<file path="config.mk">
export PLATFORM = sky130hd
export DESIGN_NAME = keypad_emulator
export DESIGN_NICKNAME = d
export VERILOG_FILES = /design/src/rtl/keypad_emulator_pkg.sv /design/src/rtl/keypad_emulator.sv
export SDC_FILE = /design/constraint.sdc
export NUM_CORES = 1
export LEC_CHECK = 0
export CORE_ASPECT_RATIO = 0.6
export CORE_UTILIZATION = 35
export DETAILED_ROUTE_END_ITERATION = 10
export PLACE_DENSITY = 0.69
export SYNTH_ARGS = -nofsm -noshare
export SYNTH_HDL_FRONTEND = slang
export SYNTH_SLANG_ARGS = --single-unit
</file>
<file path="constraint.sdc">
create_clock -name clk -period 2.3 [get_ports clk]
set_input_delay 0.46 -clock clk [delete_from_list [all_inputs] [get_ports clk]]
set_output_delay 0.46 -clock clk [all_outputs]
set_load 0.02 [all_outputs]
</file>
<file path="src/rtl/keypad_emulator_pkg.sv">
// Shared keypad definitions, used by both ends of the row-strobe/column-sense
// bus (this emulator and the keypad scanner).
//   kp_onecold : 2-bit row/column index -> 4-bit active-low one-cold code
//   KP_IDLE    : released level of the SWR/SWC lines
//   kp_state_e : emulator press-sequencer states
package keypad_emulator_pkg;

  localparam logic [3:0] KP_IDLE = 4'b1111;

  typedef enum logic [2:0] {
    ST_IDLE,
    ST_BOUNCE_IN,
    ST_HOLD,
    ST_BOUNCE_OUT,
    ST_GAP
  } kp_state_e;

  // index 0..3 -> 1110, 1101, 1011, 0111
  function automatic logic [3:0] kp_onecold(input logic [1:0] idx);
    kp_onecold = ~(4'b0001 << idx);
  endfunction

endpackage

</file>
<file path="src/rtl/keypad_emulator.sv">
// 4x4 matrix keypad emulator: the responder end of the row-strobe /
// column-sense interface. A key code taken over valid/ready is "pressed" for
// HOLD_CYCLES clean cycles, with BOUNCE_CYCLES of chatter at make and break,
// followed by GAP_CYCLES released cycles before the next request.
//
// Ports:
//   clk        system clock, rising edge
//   rst        synchronous reset, active-high
//   req_valid  press request present
//   req_key    key code, [3:2] row index, [1:0] column index
//   req_ready  high only in IDLE
//   SWR        row strobes from the scanner, active-low
//   SWC        column sense to the scanner, active-low, idle 4'b1111
//   busy       high in every state except IDLE
//   done       one-cycle pulse on the last GAP cycle
module keypad_emulator
  import keypad_emulator_pkg::*;
#(
  parameter int HOLD_CYCLES   = 64,
  parameter int BOUNCE_CYCLES = 4,
  parameter int GAP_CYCLES    = 16
) (
  input  logic       clk,
  input  logic       rst,
  input  logic       req_valid,
  input  logic [3:0] req_key,
  output logic       req_ready,
  input  logic [3:0] SWR,
  output logic [3:0] SWC,
  output logic       busy,
  output logic       done
);

  localparam int MAXP = (HOLD_CYCLES > BOUNCE_CYCLES)
                      ? ((HOLD_CYCLES > GAP_CYCLES) ? HOLD_CYCLES : GAP_CYCLES)
                      : ((BOUNCE_CYCLES > GAP_CYCLES) ? BOUNCE_CYCLES : GAP_CYCLES);
  localparam int CW   = $clog2(MAXP) + 1;

  // Reload values; the bounce load is never used when bounce is disabled,
  // it is clamped only to keep the constant non-negative.
  localparam logic [CW-1:0] LD_HOLD = CW'(HOLD_CYCLES - 1);
  localparam logic [CW-1:0] LD_BNC  = CW'((BOUNCE_CYCLES > 0) ? BOUNCE_CYCLES - 1 : 0);
  localparam logic [CW-1:0] LD_GAP  = CW'(GAP_CYCLES - 1);
  localparam logic [CW-1:0] ONE     = CW'(1);

  kp_state_e     state;
  logic          contact;
  logic [CW-1:0] cnt;
  logic [3:0]    key;

  // One shared down-counter, reloaded on every state change so it never wraps.
  always_ff @(posedge clk) begin
    if (rst) begin
      state   <= ST_IDLE;
      contact <= 1'b0;
      cnt     <= '0;
      key     <= '0;
    end else begin
      unique case (state)
        ST_IDLE: begin
          if (req_valid) begin
            key     <= req_key;
            contact <= 1'b1;          // make: contact closes on the next edge
            if (BOUNCE_CYCLES > 0) begin
              state <= ST_BOUNCE_IN;
              cnt   <= LD_BNC;
            end else begin
              state <= ST_HOLD;
              cnt   <= LD_HOLD;
            end
          end
        end
        ST_BOUNCE_IN: begin
          if (cnt == '0) begin
            state   <= ST_HOLD;
            cnt     <= LD_HOLD;
            contact <= 1'b1;
          end else begin
            cnt     <= cnt - ONE;
            contact <= ~contact;
          end
        end
        ST_HOLD: begin
          if (cnt == '0) begin
            contact <= 1'b0;          // break chatter starts open
            if (BOUNCE_CYCLES > 0) begin
              state <= ST_BOUNCE_OUT;
              cnt   <= LD_BNC;
            end else begin
              state <= ST_GAP;
              cnt   <= LD_GAP;
            end
          end else begin
            cnt <= cnt - ONE;
          end
        end
        ST_BOUNCE_OUT: begin
          if (cnt == '0) begin
            state   <= ST_GAP;
            cnt     <= LD_GAP;
            contact <= 1'b0;
          end else begin
            cnt     <= cnt - ONE;
            contact <= ~contact;
          end
        end
        ST_GAP: begin
          if (cnt == '0) state <= ST_IDLE;
          else           cnt   <= cnt - ONE;
        end
        default: begin
          state   <= ST_IDLE;
          contact <= 1'b0;
          cnt     <= '0;
        end
      endcase
    end
  end

  // Status decodes straight from registered state, no combinational input path.
  assign req_ready = (state == ST_IDLE);
  assign busy      = (state != ST_IDLE);
  assign done      = (state == ST_GAP) && (cnt == '0);

  // Column drive follows SWR in the same cycle so the scanner sees the key in
  // the very cycle it strobes the row; other low row bits do not mask it.
  always_comb begin
    SWC = KP_IDLE;
    if (contact && !SWR[key[3:2]]) SWC = kp_onecold(key[1:0]);
  end

endmodule

</file>
Word level (Yosys, flattened, before mapping). Index checks and enable logic that the tools add are counted.

Equal/unequal tests: 10. $add $sub $neg: 1. Muxes and demuxes: 20. Shifts and indexed selects: 1. Reductions and logical operators: 10. $lt $le $gt $ge: 1. Bitwise gates (word level): 3.

Operators by type and width (number): two-way mux 7 bit (5); one-hot mux 7 bit (5 select lines) (1); two-way mux 3 bit (5); one-hot mux 3 bit (5 select lines) (1); != test 2 bit (second input constant) (6); zero test 7 bit (1); subtractor 7 x 1 -> 7 bit (second input constant) (1); equality test 3 x 2 -> 1 bit (second input constant) (2); two-way mux 1 bit (5); one-hot mux 1 bit (5 select lines) (1); AND reduction 5 bit (1); two-way mux 4 bit (1); inverter 4 bit (1); AND reduction 2 bit (2); left shift 1 x 2 -> 4 bit (first input constant) (1); equality test 3 x 1 -> 1 bit (second input constant) (1); equality test 3 bit (second input constant) (1); zero test 3 bit (1); < comparator 2 x 3 -> 1 bit (second input constant) (1); AND reduction 3 bit (1); nonzero test 3 bit (1); binary-select mux 1 bit (select 2 bit) (1); logical AND 1 bit (2); inverter 1 bit (2); zero test 1 bit (1).

Register bits after elaboration: 15. Input bits: 11. Logic and storage cells: 50. Output and inout port bits: 7.

Longest topological paths before layout.
Depth in word-level cells: 5. Gate-level depth with buffers: 8.

Worst setup path before layout. OpenSTA, ideal clock, no wires.

Path type: input to output. From: input SWR[3]. To: output SWC[0]. Stages on the path: 4. Path slack: 445 ps. Data arrival time: 1395 ps. Cells stage by stage: mux4_2 > nor2b_1 > nor2b_1 > nand2b_1.

Word-level cells in the longest chain between the ends: 5.

Ends and longest elaborated chain: from (decl) (line keypad_emulator.sv:28) `input logic [3:0] SWR,`; binary-select mux 1 bit (select 2 bit) (line keypad_emulator.sv:129) `if (contact && !SWR[key[3:2]]) SWC = kp_onecold(key[1:0]);`; two-way mux 1 bit (implied by the code) (line keypad_emulator.sv:129); zero test 1 bit (line keypad_emulator.sv:129); logical AND 1 bit (line keypad_emulator.sv:129); two-way mux 4 bit (line keypad_emulator.sv:129); to (decl) (line keypad_emulator.sv:29) `output logic [3:0] SWC,`.

No other way between the ends. The select of a mux whose other input is x is not followed.

Final worst setup path.
From: register state[2]. To: output req_ready.

Word-level cells in the longest chain between the ends: 1.

Ends and longest elaborated chain: from (decl) (line keypad_emulator.sv:46) `kp_state_e state;`; from (signal assigned) (line keypad_emulator.sv:54) `state <= ST_IDLE;`; from (signal assigned) (line keypad_emulator.sv:65) `state <= ST_BOUNCE_IN;`; from (signal assigned) (line keypad_emulator.sv:68) `state <= ST_HOLD;`; zero test 3 bit (line keypad_emulator.sv:121) `assign req_ready = (state == ST_IDLE);`; to (decl) (line keypad_emulator.sv:27) `output logic req_ready,`.

No other way between the ends.

==> impl_metrics.toml <==
[grt]
grt_pass1_wl_mm = 3.877
grt_overflow = 0
grt_start_max_net_pins = 11
antenna_found_initial = 0
track_usage = 0.1785
grt_pass1_vias = 856

[setup_path]
timing.rr.start = "cnt[0]"
cp.required_ps = 1840
cp.arrival_ps = 1760
start_kind = "flop"
worstPathMaxFanout = 8
path_class = "reg2out"
timing.rr.end = "cnt[2]"
r2r_slack_ps = 480
end_kind = "primary output"
rr_worst_depth = 7

[timing]
slew_headroom = 0.6691
holdWs_ps = 514.8
skew_ps = 0.9505
hold_viol_final = 0
min_period_over_period = 0.9630
drv_slew = 0
finalSetupViolCount = 0
worst_pin_slew_ps = 494.6
grt_setup_unrepaired = "false"
period_minus_slack_ps = 2215
fmax_mhz = 451.5

[floorplan]
die_h_um = 42.08
ios = 18
fp-row-count = 14
fp.dieW_um = 68.80
core_area_mm2 = 0.002522
die_area_mm2 = 0.002895
start_util = 0.3715

[run]
maxCapViolations = 0

[route]
top_layer = "met4"
wl_mm = 2.391
avgRoutedWirePerCell_um = 13.82
vias = 940
drt_first_pass_iters = 4
drc_errors = 0
drt_iter0_drc = 53
met2WireLength_mm = 1.039
viasPerCell = 5.434
postRouteAntennaNets = 0
drt-met1-wl_mm = 1.243
dr_wl_met3_um = 99

[synthesis]
synth_ff_type = "dfxtp_1"
synth_area_leader_cell = "dfxtp_1"
synth_edf_count = 0
syn_nets = 133
avgSynthCellArea_um2 = 7.810
async_flop_share = 0
yosysSeqAreaShare = 0.3204
synth_top_area_frac = 0.3204
synth.area.top_cells = "dfxtp_1 32%, nor2_1 6.0%, a21oi_1 5.9%"
synth_cells = 120
ys.warnings.count = 0
yosysUniqueCellTypes = 37
syn_area_um2 = 937.1
ys_ff_latch = 15

[cells_and_area]
final_cell_mix = "15 x nor2_1, 15 x dfxtp_1, 13 x nand2_1"
nNetsFinal = 155
syn_to_final_growth_pct = 30.84
drive_gt1_frac = 0.1915
n_fill_cell = 266
postLayoutCellArea_mm2 = 0.001226
diodes = 0

[placed_design]
placed_area_mm2 = 0.001166
io_buffers = 17
place_congestion = 0.8764
hpwl_mm = 1.802

[cts]
clockBufferDepth = 2
cts-root-buf = "clkbuf_8"
path_clk_slew_ps = 60
hold_buffers = 0
worstSkewPairLatency_ps = 240
cts.sinks = 15
cts_buffers = 3
h-tree-depth = 1
cts_tree = "built"

[status]
status = "finished clean"

[hold_path]
min_from = "key[3]"
min_path_cells = 2
min_path_type = "reg2reg"
holdPathEnd = "key[3]"

[pwr]
p_leak_uw = 0.0005157
powerDensity_mw_per_mm2 = 1157
peakVddDrop_mv = 0.5176
[logic make-up (layout without fill, tap and decap cells)]
| family | Yosys count | in the layout | synth area share |
|---|---|---|---|
| DFF | 15 | 15 | 0.3204 |
| AOI/OAI and AO/OA | 27 | 27 | 0.1789 |
| buffers and inverters | 11 | 32 | 0.04806 |
| adders and majority gates | 2 | 2 | 0.02670 |
| and+or+nand+nor | 55 | 55 | 0.3071 |
| xor gates and xnor gates | 3 | 3 | 0.02804 |
| muxes | 7 | 7 | 0.09079 |
[worst max-delay path, cell delays in order (launching register included)]
cell and delay [ps]:
dfxtp_1 380, or3_1 440, inv_2 90, clkdlybuf4s50_1 600
[report_power, final]
| group | total, uW | switching, uW | leakage (uW) | internal (uW) |
|---|---|---|---|---|
| sequential | 424 | 96.4 | 0.000123 | 328 |
| combinational | 784 | 427 | 0.000367 | 357 |
| clock | 211 | 90.8 | 0.0000255 | 120 |
| total | 1420 | 615 | 0.000516 | 805 |
[how the worst max path moves through the flow]
stage | start | to | slack (ps) | cells past startpoint
global route | state[2] | req_ready | 30 | 3
CTS | SWR[3] | SWC[2] | 4 | 6
global placement | SWR[3] | SWC[2] | -370 | 6
floorplan | SWR[3] | SWC[0] | 450 | 4
finish | state[2] | req_ready | 80 | 3
detailed placement | SWR[3] | SWC[2] | -400 | 6
[synthesized netlist by cell type (3+ instances only)]
cell type	number
nand2_1	14
clkbuf_1	5
nor3_1	4
a31oi_1	3
nor2b_1	3
a21oi_1	11
mux2i_1	4
nor2_1	15
and2_1	3
o21ai_0	4
nand3_1	3
dfxtp_1	15
inv_1	4
[per-layer routing]
layer	GRT usage	vias to the layer above
li1	-	470
met1	0.2638	444
met2	0.2569	24
met3	0.04348	2
met4	0.04490	0
met5	0	-
[timing repair]
item,4_1_cts,5_1_grt
endpoints found under the setup margin,5,4
resized for setup,18,11
setup buffers,0,0
[state kept, by name (all words and copies together), names as in the netlist]
signal,count
contact,1
key,4
cnt,7
state,3
[final cells by class]
type	count	area [um^2]	share of cell area
Timing Repair Buffer	23	216.5	0.1765
Multi-Input combinational cell	94	604.3	0.4929
Inverter	5	18.77	0.01531
Sequential cell	15	300.3	0.2449
Tap cell	32	40.04	0.03265
Clock inverter	1	5.005	0.004082
Clock buffer	3	41.29	0.03367
[metrics by stage]
stage	power, uW	setup TNS, ps	util	std cells	worst slack [ps]
final	1419	0	0.4861	173	85.00
after global routing	1517	0	0.4861	173	26.28
after CTS	1400	0	0.4732	173	4.272
after detailed placement	1183	-1473	0.4623	169	-398.5
after global placement	1161	-1380	0.4623	169	-370.5
after floorplan	967.5	0	-	120	445.5
No activity file was read; power rests on OpenSTA's default activity.
